File: src/rtl/hack_alu_pipe.sv
// Two-stage pipelined Hack ALU with zr/ng/carry/ovf flags; latency 2, one op per cycle.
// Back-pressure holds S2 stable, S1 still fills; in_ready drops only with both stages full.
module hack_alu_pipe #(
  parameter int WIDTH = 16
) (
  input  logic             clk,
  input  logic             rst,
  input  logic             in_valid,
  output logic             in_ready,
  input  logic [WIDTH-1:0] x,
  input  logic [WIDTH-1:0] y,
  input  logic             zx,
  input  logic             nx,
  input  logic             zy,
  input  logic             ny,
  input  logic             f,
  input  logic             no,
  output logic             out_valid,
  input  logic             out_ready,
  output logic [WIDTH-1:0] out,
  output logic             zr,
  output logic             ng,
  output logic             carry,
  output logic             ovf
);

  typedef struct packed {
    logic [WIDTH-1:0] xp;
    logic [WIDTH-1:0] yp;
    logic             f;
    logic             no;
  } s1_t;

  s1_t  s1_q;
  s1_t  s1_d;
  logic s1_valid;
  logic s1_adv;
  logic s2_adv;

  logic [WIDTH-1:0] x_zero;
  logic [WIDTH-1:0] y_zero;
  logic [WIDTH:0]   sum;
  logic [WIDTH-1:0] r;
  logic [WIDTH-1:0] res;
  logic             res_carry;
  logic             res_ovf;

  assign s2_adv   = !out_valid || out_ready;
  assign s1_adv   = !s1_valid || s2_adv;
  assign in_ready = s1_adv;

  // Zero before negate, matching the original combinational Hack ALU.
  always_comb begin
    x_zero  = zx ? '0 : x;
    y_zero  = zy ? '0 : y;
    s1_d.xp = nx ? ~x_zero : x_zero;
    s1_d.yp = ny ? ~y_zero : y_zero;
    s1_d.f  = f;
    s1_d.no = no;
  end

  // Carry and overflow describe the raw add, not the post-"no" result.
  always_comb begin
    sum       = {1'b0, s1_q.xp} + {1'b0, s1_q.yp};
    r         = s1_q.f ? sum[WIDTH-1:0] : (s1_q.xp & s1_q.yp);
    res       = s1_q.no ? ~r : r;
    res_carry = s1_q.f && sum[WIDTH];
    res_ovf   = s1_q.f && (s1_q.xp[WIDTH-1] == s1_q.yp[WIDTH-1]) &&
                (sum[WIDTH-1] != s1_q.xp[WIDTH-1]);
  end

  always_ff @(posedge clk) begin
    if (rst) begin
      s1_valid  <= 1'b0;
      out_valid <= 1'b0;
      out       <= '0;
      zr        <= 1'b0;
      ng        <= 1'b0;
      carry     <= 1'b0;
      ovf       <= 1'b0;
    end else begin
      if (s1_adv) begin
        s1_valid <= in_valid;
      end
      if (s1_adv && in_valid) begin
        s1_q <= s1_d;
      end
      if (s2_adv) begin
        out_valid <= s1_valid;
      end
      if (s2_adv && s1_valid) begin
        out   <= res;
        zr    <= (res == '0);
        ng    <= res[WIDTH-1];
        carry <= res_carry;
        ovf   <= res_ovf;
      end
    end
  end

endmodule

File: config.mk
export PLATFORM = sky130hd
export DESIGN_NAME = hack_alu_pipe
export DESIGN_NICKNAME = d
export VERILOG_FILES = /design/src/rtl/hack_alu_pipe.sv
export SDC_FILE = /design/constraint.sdc
export NUM_CORES = 1
export LEC_CHECK = 0
export BUFFER_PORTS_ARGS = -buffer_cell sky130_fd_sc_hd__buf_2
export CAP_MARGIN = 0
export CORE_AREA = 3 3 131 101
export CTS_CLUSTER_SIZE = 14
export DETAILED_ROUTE_END_ITERATION = 10
export DIE_AREA = 0 0 134 104
export PLACE_DENSITY = 0.55
export SLEW_MARGIN = 10
export SYNTH_ARGS = -nofsm -noshare
export SYNTH_HDL_FRONTEND = slang
export SYNTH_SLANG_ARGS = --single-unit
File: constraint.sdc
create_clock -name clk -period 3 [get_ports clk]
set_input_delay 0.15 -clock clk [delete_from_list [all_inputs] [get_ports clk]]
set_output_delay 0.15 -clock clk [all_outputs]
set_load 0.02 [all_outputs]
== Word level (Yosys, flattened, before mapping) ==
Index checks and enable logic that the tools add are counted.

* Flip-flop bits (word level): 56
* Output and inout port bits: 22
* Logic and storage cells: 36

* Add/sub/neg operators: 1
* Equal/unequal tests: 2
* Mux-type cells: 6
* Bitwise operators: 5
* Reductions and logical operators: 11

{| class="wikitable"
|+ Operator list
! operator !! number
|-
| 16-bit 2-to-1 mux || 6
|-
| 16-bit NOT || 3
|-
| 16-bit by 16-bit adder with 17-bit output || 1
|-
| 16-bit AND || 1
|-
| 16-bit zero test || 1
|-
| 1-bit logical AND || 5
|-
| 1-bit zero test || 2
|-
| 1-bit logical OR || 2
|-
| 2-bit AND reduction || 1
|-
| 1-bit equality test || 1
|-
| 1-bit inequality test || 1
|-
| 1-bit NOT || 1
|}

== Depth between registers and ports, before layout ==
* Depth after elaboration: 5
* Depth in mapped cells: 10
* Gate-level depth less buffers: 10

== Worst setup path after synthesis ==
OpenSTA, ideal clock, no wires.

* Kind: reg-to-reg
* Start point: reg s1_q[2] in the netlist's numbering
* End point: reg zr
* Data arrival time: 2.719 ns
* Data required time: 2.885 ns
* Slack: 0.165 ns
* Stages on the path, launching flop included: 11
* Buffers on the path: 0
* Cell sequence: edfxtp_1 > ha_1 > fa_1 > a211o_1 > and4_4 > or2_0 > or3_1 > a31oi_1 > xnor2_1 > nor3_2 > a31o_1

* Word-level cells in the longest chain between the ends: 5
* Elaborated cells between the ends (all ways): 6
* Those cells by class: add/sub (1); mux (2); bitwise (2); reduce/logical (1)

{| class="wikitable"
|+ Ends and longest elaborated chain
! what !! RTL line !! source
|-
| start, declared || 34 || <nowiki>s1_t s1_q;</nowiki>
|-
| start signal, assigned || 86 || <nowiki>s1_q <= s1_d;</nowiki>
|-
| 16-bit by 16-bit adder with 17-bit output or 16-bit AND (tied branches) || 64, 65 ||
|-
| 16-bit 2-to-1 mux * || 65 || <nowiki>r = s1_q.f ? sum[WIDTH-1:0] : (s1_q.xp & s1_q.yp);</nowiki>
|-
| 16-bit NOT || 66 || <nowiki>res = s1_q.no ? ~r : r;</nowiki>
|-
| 16-bit 2-to-1 mux * || 66 ||
|-
| 16-bit zero test * || 93 || <nowiki>zr <= (res == '0);</nowiki>
|-
| end signal, assigned || 93 ||
|-
| end, declared || 21 || <nowiki>output logic zr,</nowiki>
|}

Every way passes the cells marked *; elsewhere a longest branch is shown, timed or not.
A chain may end at the register's enable or synchronous reset.

== Worst setup path after layout ==
Same ends and word-level chain as after synthesis.

==> flow_summary.yaml <==
placement:
  dpl_worst_slack_ns: 0.009792
  portBuffers: 63
  globalplace.congestion: 0.8139
  hpwl_um: 6187
  dp.cells: 582
power_and_ir_drop:
  power_density_nw_per_um2: 459.9
  seq_power_share_pct: 45.1
  intPower_mw: 1.384
  power_frac_comb_pct: 25.4
  switching_share_pct: 29.00
  p_sw_mw: 0.5653
  ir_drop_mv: 0.2092
  p_leak_nw: 1.616
  clkPwrFrac_pct: 29.5
synth:
  async_flop_share_pct: 0
  yosysTopAreaCell: "edfxtp_1"
  synth_edf_count: 34
  synth_compound_area_share_pct: 15.79
  synth_warnings: 0
  synth_mux_area_share_pct: 3.276
  synth_top_area_share_pct: 28.44
  synth.most_common_cell: "xnor2_1"
  syn_nets: 424
  yosys.area_share.adder_pct: 6.135
  ys_seq_area_share_pct: 40.15
  synthXorXnorAreaFrac_pct: 12.93
  synthTopCellsByCount: "52 x xnor2_1, 40 x nand2_1, 34 x edfxtp_1"
  post_synth_inst_count: 365
  synth_area_leaders: "edfxtp_1 28%, xnor2_1 13%, dfxtp_1 12%"
  synth_flop_cell: "edfxtp_1"
  yosysUniqueCellTypes: 62
  avgSynthCellArea_um2: 9.835
  ys_seq_elements: 55
  synth_top_family_by_area: "simple AND/OR/NAND/NOR gates"
  synthesis.area_um2: 3590
  yosys.area_share.simple_pct: 18.09
global_route:
  grt_max_degree: 35
  grt_pass1_wl_um: 12960
  grt_pass1_vias: 2524
  track_usage_pct: 11.55
  overflow: 0
  antenna_found_initial: 0
setup_path:
  cp-end-kind: "flip-flop"
  critPathKind: "flip-flop to flip-flop"
  cp-start-kind: "flip-flop"
  crit_fanout: 4
  max_stage_delay_ns: 0.39
  arrival_ns: 3.05
  critPathBufInv: 0
  cp_cell_sequence: "ha_1 -> fa_2 -> a211o_1 -> and4_4 -> or2_0 -> or3_1 -> a31oi_4 -> xnor2_2 -> nor3_2 -> a31o_1"
  critPathLaunch: "s1_q[2]"
  required_ns: 3.19
  reg2reg_from: "s1_q[2]"
  crit_path_top_delay_cell: "or3_1"
  critical-path-top-delay-family: "simple AND/OR/NAND/NOR gates"
run:
  maxCapViolations: 0
cts:
  clk-insertion-delay-late_ns: 0.30
  clock_sink_count: 55
  clock_path_buffers: 2
  cts_hold_buffers: 0
  clk_pin_slew_ns: 0.07
  post_cts_buffers: 0
  cts_max_level: 2
  numCtsBuffers: 5
  cts_tree: "yes"
  cts-root-buf: "clkbuf_16"
hold_path:
  hold_path_startpoint: "no"
  hold_class: "input port to flip-flop"
layout:
  diodes: 0
  drive_gt1_share_pct: 23.35
  syn2layout_area_growth_pct: 18.09
  layout.nets: 482
  stdcell_count: 590
detailed_routing:
  vias: 2784
  routedWlPerCell_um: 13.45
  dr.first_iter.drc_count: 194
  route.detailed.drc: 0
  avgViaCountPerCell: 4.719
  antenna_left: 0
  drt_first_pass_iters: 4
  wl_um: 7935
timing:
  tightest_slew_ns: 0.5434
  finalHoldViolCount: 0
  setup_viol: 0
  fin_ws_ns: 0.1403
  report.final.slew_viol_count: 0
  relSlewSlack_pct: 62.84
  tns_ns: 0
  rsz0062_at_grt: "no"
  min_period_ns: 2.860
  post-route-period-util_pct: 95.32
  max_freq_ghz: 0.3497
  skew_ns: 0.007714
die:
  fp.dieArea_um2: 13940
  start_util_pct: 29.59
  coreArea_um2: 12130
  die_y_um: 104
  die_x_um: 134
  num_io_pins: 64
  num_rows: 35
status:
  status: "finished, final reports clean"
## what timing repair did
item                       in CTS  in global routing
setup endpoints to repair       1                  2
pin swaps                       0                  2
cloned                          0                  0
gates resized for setup         1                  5
## cells in the final DEF (no fill, tap or decap), types with 2 or more instances in the layout
cell,synthesis,final
nor4_1,2,2
mux2_2,2,2
o221ai_1,3,3
ha_1,16,16
a2111o_1,4,4
inv_1,7,7
mux2i_1,8,8
a21o_1,5,5
clkbuf_16,0,5
or4_1,3,3
a21oi_1,29,29
nand4_1,2,2
and3_1,2,2
nor2b_1,5,5
dfxtp_1,21,21
a211o_1,2,2
a31oi_1,3,2
clkinv_1,1,2
a211oi_2,3,3
a21o_2,2,2
a211oi_1,3,3
nand2_1,40,40
nor3b_1,3,3
nand2b_1,33,33
nor2_1,15,14
edfxtp_1,34,34
o21ai_0,5,5
o211ai_1,3,3
buf_2,1,63
o31ai_1,2,2
xnor2_1,52,51
o21a_1,4,4
nand3_1,6,6
buf_4,2,6
nor3_1,2,2
## per-layer routing
layer  vias up  wire length, µm  track usage, %
li1       1414                -               -
met3         8              505           3.240
met2        79             2954           14.35
met4         0               81           2.863
met5         -                0               0
met1      1283             4393           18.90
## flip-flops by register name (all words and copies together), names as in the netlist
| name | flops |
|---|---|
| out | 16 |
| zr | 1 |
| out_valid | 1 |
| carry | 1 |
| ovf | 1 |
| s1_valid | 1 |
| s1_q | 34 |
## cell families after synthesis
family,count (synthesis)
xor gates and xnor gates,53
buffers and inverters,27
adders and majority gates,17
DFF,55
AOI/OAI and AO/OA,79
and+or+nand+nor,123
muxes,11
## power by group through the flow
stage	Combinational [mW]	Clock (mW)	Sequential [mW]
floorplan	0.348	0	0.910
global placement	0.483	0	0.895
detailed placement	0.490	0	0.896
CTS	0.492	0.595	0.879
global route	0.553	0.623	0.883
finish	0.496	0.575	0.879
## through the flow
step | utilization, % | total power [mW] | instance area [µm²] | hold WS (ns)
global placement | 33.48 | 1.378 | 4061 | 0.3299
detailed placement | 33.48 | 1.386 | 4061 | 0.3339
floorplan | - | 1.257 | 3590 | 0.2489
finish | 34.95 | 1.950 | 4239 | 0.02702
global route | 34.95 | 2.059 | 4239 | 0.02216
CTS | 34.70 | 1.966 | 4209 | 0.02120
## worst paths after layout
path         endpoint  slack [ns]  depth (start not counted)
max                zr        0.14                         10
min           s1_q[0]        0.03                          1
max reg2reg        zr        0.14                         10
min reg2reg   out[12]        0.45                          2
## worst register-to-register path, cell delays in order (launching register included)
cell and delay [ns]:
edfxtp_1 0.37, ha_1 0.24, fa_2 0.38, a211o_1 0.32
and4_4 0.21, or2_0 0.23, or3_1 0.39, a31oi_4 0.19
xnor2_2 0.14, nor3_2 0.07, a31o_1 0.21
## area by class of cell
| class | count | area [µm²] |
|---|---|---|
| Inverter | 9 | 33.78 |
| Fill cell | 1276 | 7891 |
| Multi-Input combinational cell | 283 | 2051 |
| Tap cell | 166 | 207.7 |
| Timing Repair Buffer | 69 | 360.3 |
| Clock buffer | 5 | 125.1 |
| Clock inverter | 3 | 20.02 |
| Sequential cell | 55 | 1441 |
Note: power is estimated with default switching activity, not from simulation.
